$ cat config.mk
export PLATFORM = sky130hd
export DESIGN_NAME = bs_split
export DESIGN_NICKNAME = d
export VERILOG_FILES = /design/src/rtl/bs_split.sv
export SDC_FILE = /design/constraint.sdc
export NUM_CORES = 1
export LEC_CHECK = 0
export ABC_AREA = 1
export CAP_MARGIN = 20
export CORE_ASPECT_RATIO = 0.7
export CORE_MARGIN = 1.5
export CORE_UTILIZATION = 55
export CTS_CLUSTER_DIAMETER = 60
export DETAILED_ROUTE_END_ITERATION = 7
export GPL_TIMING_DRIVEN = 0
export PLACE_DENSITY = 0.77
export RECOVER_POWER = 100
export SLEW_MARGIN = 0
export SYNTH_ARGS = -nofsm -noshare
export SYNTH_HDL_FRONTEND = slang
export SYNTH_SLANG_ARGS = --single-unit
$ cat constraint.sdc
create_clock -name clk -period 5.25 [get_ports clk]
set_clock_uncertainty 0.1 [all_clocks]
set_input_delay 1.3125 -clock clk [delete_from_list [all_inputs] [get_ports clk]]
set_output_delay 1.3125 -clock clk [all_outputs]
set_load 0.02 [all_outputs]
$ cat src/rtl/bs_split.sv
// bs_split: bit-stream extractor for the decoder path.
//
// Packed words arrive on val_i/dat_i. They are read MSB-first: dat_i[31] of the
// first word is the first bit of the stream. The consumer asks for a field of
// numb_i+1 bits with req_i. The field comes back on dat_o one cycle later,
// right-aligned with val_o pulsing high.
//
// Ports:
//   clk        clock
//   rst        synchronous reset, active-high
//   val_i      input word valid
//   dat_i      input word, MSB = earliest bit
//   rdy_o      word accepted when val_i && rdy_o (buffered count <= DATA_WD)
//   req_i      field request
//   numb_i     requested field length minus 1
//   req_rdy_o  request served when req_i && req_rdy_o (enough bits buffered)
//   val_o      registered one-cycle field-valid pulse
//   dat_o      registered field, right-aligned, upper bits zero
//   cnt_o      number of buffered bits
//   align_i    (only with BS_SPLIT_ALIGN_EN) skip to the next byte boundary
//
// Optional feature macro: BS_SPLIT_ALIGN_EN adds align_i and a consumed-bit
// counter. The default build has neither.

module bs_split #(
    parameter int unsigned DATA_WD = 32,
    parameter int unsigned NUMB_WD = 5,
    parameter int unsigned CNT_WD  = 7
) (
    input  logic               clk,
    input  logic               rst,
    input  logic               val_i,
    input  logic [DATA_WD-1:0] dat_i,
    output logic               rdy_o,
`ifdef BS_SPLIT_ALIGN_EN
    input  logic               align_i,
`endif
    input  logic               req_i,
    input  logic [NUMB_WD-1:0] numb_i,
    output logic               req_rdy_o,
    output logic               val_o,
    output logic [DATA_WD-1:0] dat_o,
    output logic [CNT_WD-1:0]  cnt_o
);

    localparam int unsigned BufWd = 2 * DATA_WD;

    // Valid bits live in buf_q[cnt_q-1:0]; the oldest bit is at cnt_q-1.
    logic [BufWd-1:0]   buf_q, buf_d;
    logic [CNT_WD-1:0]  cnt_q, cnt_d;
    logic               val_q, val_d;
    logic [DATA_WD-1:0] dat_q, dat_d;

    logic [CNT_WD-1:0]  take_n;
    logic [CNT_WD-1:0]  shamt;
    logic [BufWd-1:0]   mask;
    logic [BufWd-1:0]   field;
    logic [CNT_WD-1:0]  drop_n;
    logic               push;
    logic               serve;

    // Widen before adding so numb_i = all-ones gives a full-width field.
    assign take_n    = CNT_WD'(numb_i) + CNT_WD'(1);
    assign rdy_o     = (cnt_q <= CNT_WD'(DATA_WD));
    assign req_rdy_o = (cnt_q >= take_n);
    assign push      = val_i && rdy_o;
    assign serve     = req_i && req_rdy_o;

    // The oldest take_n bits sit directly below cnt_q.
    assign shamt = cnt_q - take_n;
    assign mask  = (BufWd'(1) << take_n) - BufWd'(1);
    assign field = (buf_q >> shamt) & mask;

`ifdef BS_SPLIT_ALIGN_EN
    logic [2:0] cons_q, cons_d;
    logic       align_go;
    logic [2:0] drop3;

    // A request wins over align when both are asserted.
    assign align_go = align_i && !req_i;
    // Round the consumed count up to the next byte: drop (8 - cons) mod 8 bits.
    assign drop3    = 3'(4'd8 - {1'b0, cons_q});
    assign drop_n   = align_go ? CNT_WD'(drop3) : '0;

    always_comb begin
        cons_d = cons_q;
        if (serve) begin
            cons_d = cons_q + take_n[2:0];
        end else if (align_go) begin
            cons_d = 3'd0;
        end
    end

    always_ff @(posedge clk) begin
        if (rst) begin
            cons_q <= 3'd0;
        end else begin
            cons_q <= cons_d;
        end
    end
`else
    assign drop_n = '0;
`endif

    always_comb begin
        buf_d = buf_q;
        cnt_d = cnt_q - drop_n;
        val_d = serve;
        dat_d = dat_q;
        if (serve) begin
            cnt_d = cnt_d - take_n;
            dat_d = DATA_WD'(field);
        end
        if (push) begin
            // Bits shifted out at the top are already consumed or invalid.
            buf_d = (buf_q << DATA_WD) | BufWd'(dat_i);
            cnt_d = cnt_d + CNT_WD'(DATA_WD);
        end
    end

    always_ff @(posedge clk) begin
        if (rst) begin
            buf_q <= '0;
            cnt_q <= '0;
            val_q <= 1'b0;
            dat_q <= '0;
        end else begin
            buf_q <= buf_d;
            cnt_q <= cnt_d;
            val_q <= val_d;
            dat_q <= dat_d;
        end
    end

    assign val_o = val_q;
    assign dat_o = dat_q;
    assign cnt_o = cnt_q;

endmodule

# After elaboration in Yosys (flattened, before gate mapping)
# Cells that the tools add are included.
op_classes:
  shift: 2
  n_reduce_logical: 2
  n_mux: 2
  n_bitwise: 2
  addsub: 4
  order_cmp: 2
op_table:
  columns: ["op", "n"]
  rows:
  - ["bitwise OR 64 x 32 -> 64 bit", 1]
  - [">> shifter 64 x 7 -> 32 bit", 1]
  - ["AND 32 bit", 1]
  - ["left shift 1 x 6 -> 32 bit, first input constant", 1]
  - ["subtractor 32 x 2 -> 32 bit, second input constant", 1]
  - ["2-to-1 mux 7 bit", 2]
  - ["adder 7 x 6 -> 7 bit, second input constant", 1]
  - [">= comparator 7 x 6 -> 1 bit", 1]
  - ["<= comparator 7 x 6 -> 1 bit, second input constant", 1]
  - ["subtractor 7 x 6 -> 7 bit", 1]
  - ["adder 5 x 1 -> 6 bit, second input constant", 1]
  - ["logical AND 1 bit", 2]
word_totals:
  elab_cells: 18
  regBits: 104
  input_bits: 41
  out_inout_bits: 42

# Depth between registers and ports, before layout
depth:
  ltp_word: 6
  ltp_mapped: 21
  depth_no_buf: 20

# Worst setup path before layout
# No wires, ideal clock.
synth_timing:
  path_type: "input port to output port"
  from: "input port numb_i[0]"
  to: "output port req_rdy_o"
  path_slack_ns: 1.018
  arrival_time_ns: 2.820
  stages: 11
  required_time_ns: 3.838
  n_path_buf: 1
  path_cell_list: "ha_1 > nand3_1 > nand2_1 > nand2_1 > inv_2 > buf_4 > ha_1 > nand3_1 > nand2_1 > a21oi_1 > nand3_1"
synth_between:
  elab_chain_cells: 2
synth_lines:
  columns: ["item", "line", "text"]
  rows:
  - ["start: declaration", "39", "input logic [NUMB_WD-1:0] numb_i,"]
  - ["adder 5 x 1 -> 6 bit", "63", "assign take_n = CNT_WD'(numb_i) + CNT_WD'(1);"]
  - [">= comparator 7 x 6 -> 1 bit", "65", "assign req_rdy_o = (cnt_q >= take_n);"]
  - ["end: declaration", "40", "output logic req_rdy_o,"]
# No other way between the ends.

# Worst setup path in the final report
layout_timing:
  from: "input port numb_i[1]"
  to: "register dat_q[4], in the netlist dat_o[4]"
layout_between:
  elab_chain_cells: 4
  word_cells_on_any_way: 8
  cone_classes: "3 x add/sub; 1 x order compare; 2 x shift; 1 x bitwise; 1 x reduce/logical"
layout_lines:
  columns: ["item", "line", "text"]
  rows:
  - ["adder 5 x 1 -> 6 bit (*)", "63", null]
  - ["subtractor 7 x 6 -> 7 bit or left shift 1 x 6 -> 32 bit (tied branches)", "70, 71", null]
  - [">> shifter 64 x 7 -> 32 bit or subtractor 32 x 2 -> 32 bit (tied branches)", "72, 71", null]
  - ["AND 32 bit", "72", "assign field = (buf_q >> shamt) & mask;"]
  - ["end signal: assignment", "131", "dat_q <= dat_d;"]
  - ["end: declaration", "52", "logic [DATA_WD-1:0] dat_q, dat_d;"]
# Every way passes the cells marked *; elsewhere a longest branch is shown, timed or not.
# A chain may end at the register's enable or synchronous reset.

==> impl_metrics.yaml <==
yosys:
  ys_types: 35
  syn_inst: 1730
  ys_top_cells_by_area: "nand2_1 (27%), dfxtp_1 (22%), nand3_1 (9.8%), o21ai_0 (9.0%), nor2_1 (5.5%)"
  synthArstFlopShare_pct: 0
  synth_ff_type: "dfxtp_1"
  ys_seq_elements: 104
  synth_warnings: 0
  yosys.area.top_type_share_pct: 26.8
  synth_edf_count: 0
  synth_nets: 1782
  synth_xor_xnor_area_share_pct: 0.741
  synthMuxAreaShare_pct: 2.22
  syn_area_per_cell_um2: 5.46
  synthAdderAreaFrac_pct: 1.54
  synth_compound_area_share_pct: 14.3
  yosysTopAreaCell: "nand2_1"
  synth_area_mm2: 0.00945
  synth_top_family_by_area: "simple AND/OR/NAND/NOR gates"
  yosys.area_share.simple_pct: 47.9
  ys_seq_area_share_pct: 22.0
cts:
  postCtsSetupRepairBufs: 0
  tritoncts: "built"
  htree_levels: 3
  cts_buffers: 9
  clock_sinks: 104
  cts_max_path_buffers: 2
  clock_insertion_delay_worst_skew_ns: 0.37
  path_clk_slew_ns: 0.08
  root_buffer: "clkbuf_16"
worst_setup_path:
  cp-startpoint: "numb_i[1]"
  r2r_slack_ns: 1.29
  required_ns: 5.38
  crit_type: "in2reg"
  crit_arrival_ns: 5.27
  regToRegEndpoint: "dat_o[4]"
  slowest_delay_ns: 0.57
  crit_cells: 15
  crit_buf_inv: 5
  cp-start-kind: "input pin"
  worst_path_max_delay_cell: "clkbuf_1"
  cp_max_fo: 10
  crit_family: "buffers and inverters"
  cp_cell_sequence: "clkdlybuf4s15_1 -> inv_1 -> ha_1 -> fa_1 -> clkbuf_1 -> clkbuf_1 -> clkbuf_1 -> mux2i_1 -> nand2_1 -> nand2_1 -> nand2_1 -> nand3_1 -> nand3_1 -> nand4_1 -> a21oi_1"
  cp-end-kind: "flip-flop"
  r2r-start: "cnt_o[0]"
  r2r_cells: 14
sta:
  max_freq_mhz: 195
  fin_hold_ws_ns: 0.363
  slew_headroom_pct: 44.7
  worst_pin_slew_ns: 0.821
  period_needed_ns: 5.14
  rsz0062_at_grt: "no"
  maxSlewViolCount: 0
  setup_viol: 0
  finalCritPeriodShare_pct: 97.9
  hold_violations: 0
die:
  die_h_um: 113
  io_pins: 83
  initial_core_util_pct: 57.1
  coreArea_mm2: 0.0165
  die_area_mm2: 0.0180
  chipWidth_um: 160
  rows: 39
power_and_ir_drop:
  power_density_mw_per_mm2: 740
  vdd_drop_max_uv: 438
  leakagePower_uw: 0.00545
grt:
  overflow: 0
  grt_pass1_vias: 10800
  grt_max_degree: 19
  antenna_found_initial: 0
  grt_pass1_wl_um: 59400
  grt_usage_pct: 43.0
drt:
  vias: 12100
  top_layer: "met4"
  wl_met3_um: 7010
  drc: 0
  vias_per_cell: 5.90
  drt-initial-drc-count: 2052
  dr_wl_met2_um: 13700
  wl_per_cell_um: 18.8
  drtPass1Iterations: 8
  wl_um: 38600
  ant_nets: 0
  drt-met1-wl_um: 17100
place:
  dp_cells: 2035
  gp_congestion: 1.09
  port_buffers: 80
  dp_hpwl_um: 31600
finish:
  finish.utilization_pct: 65.5
  syn2layout_area_growth_pct: 14.6
  fin_cells: 2052
  final_layout_size_suffix_gt1_share_pct: 6.13
  num-nets-final: 1873
job:
  drv_cap: 0
hold_path:
  min-delay-start: "dat_o[22]"
  min_path_cells: 2
  holdPathEnd: "dat_o[22]"
  hold_path.class: "reg2reg"
status:
  outcome: "finished, final reports clean"
## placed cells by master, fill, tap and decap left out, types with 21 or more instances in the layout
cell type and instances:
buf_2 35, clkdlybuf4s50_1 35, nand2_1 676, dfxtp_1 104
nor2_1 139, clkbuf_1 46, o21ai_0 170, dlygate4sd3_1 42
inv_1 137, nand4_1 25, a21oi_1 85, nand3_1 185
mux2i_1 21
## through the flow
stage / area (um^2) / setup TNS [ns] / setup slack, ns / power (uW)
global route: 10800 / 0 / 0.0211 / 8550
global placement: 10500 / -0.446 / -0.359 / 6920
CTS: 10800 / 0 / 0.228 / 7680
detailed placement: 10500 / -0.910 / -0.369 / 6970
floorplan: 9450 / 0 / 1.02 / 5150
finish: 10800 / 0 / 0.109 / 8010
## how the worst max path moves through the flow
stage	to	slack, ns
after floorplan	req_rdy_o	1.02
after global placement	req_rdy_o	-0.36
after detailed placement	req_rdy_o	-0.37
after CTS	req_rdy_o	0.23
after global routing	req_rdy_o	0.02
final	dat_o[4]	0.11
## synthesized netlist by cell type, types with 2 or more instances
master,count
nand3b_1,8
ha_1,10
clkbuf_1,40
nor2_2,5
inv_1,136
nand4_1,25
dfxtp_1,104
o21ai_0,170
mux2i_1,21
buf_2,40
inv_2,5
nand2_1,675
clkinv_1,2
o21ai_1,7
nand2_2,14
nor2_4,3
buf_1,4
nand3_2,7
xnor2_1,3
a21oi_1,85
buf_4,12
xor2_1,5
nor3_1,4
buf_6,6
nand2_4,6
nand3_1,185
o21bai_1,2
nor2_1,139
## logic make-up (layout without fill, tap and decap cells)
group | Yosys count | in the layout
other | 0 | 1
DFF | 104 | 104
buffers and inverters | 246 | 342
adders and majority gates | 11 | 11
muxes | 21 | 21
and+or+nand+nor | 1073 | 1073
AOI/OAI and AO/OA | 267 | 267
xor gates and xnor gates | 8 | 8
## metal layers
layer / GRT usage (%) / up-vias
met5: 0 / -
met4: 10.6 / 0
met1: 63.1 / 5441
met3: 20.0 / 79
met2: 55.0 / 865
li1: - / 5727
## registers in the layout, summed over array words and instances, names as in the netlist
register	count
buf_q	64
cnt_o	7
dat_o	32
val_o	1
## where the power goes
group	switching [uW]	internal (uW)	total (uW)	leakage (uW)
registers	174	1020	1190	0.000854
logic	4380	1750	6130	0.00444
clock network	335	357	692	0.000149
## what timing repair did
item                       4_1_cts  5_1_grt
hold buffers                     0        0
resized for setup                7        0
setup endpoints to repair        1        0
## final cells by class
class                      instances  area [um^2]
multi-input combinational       1380         6300
fill                            1640         5710
sequential                       104         2080
timing repair buffer              80          801
inverter                         144          543
buffer                           102          517
tap                              225          282
clock buffer                      11          253
clock inverter                     5         46.3
antenna                            1         2.50
## worst register-to-register path: cells and delay by family (launching register included)
| kind | cells | cell delay (ns) |
|---|---|---|
| buffers and inverters | 4 | 1.52 |
| adders and majority gates | 2 | 0.72 |
| AOI/OAI and AO/OA | 1 | 0.08 |
| muxes | 1 | 0.33 |
| and+or+nand+nor | 6 | 0.74 |
| DFF | 1 | 0.33 |
No activity file was read; power rests on OpenSTA's default activity.
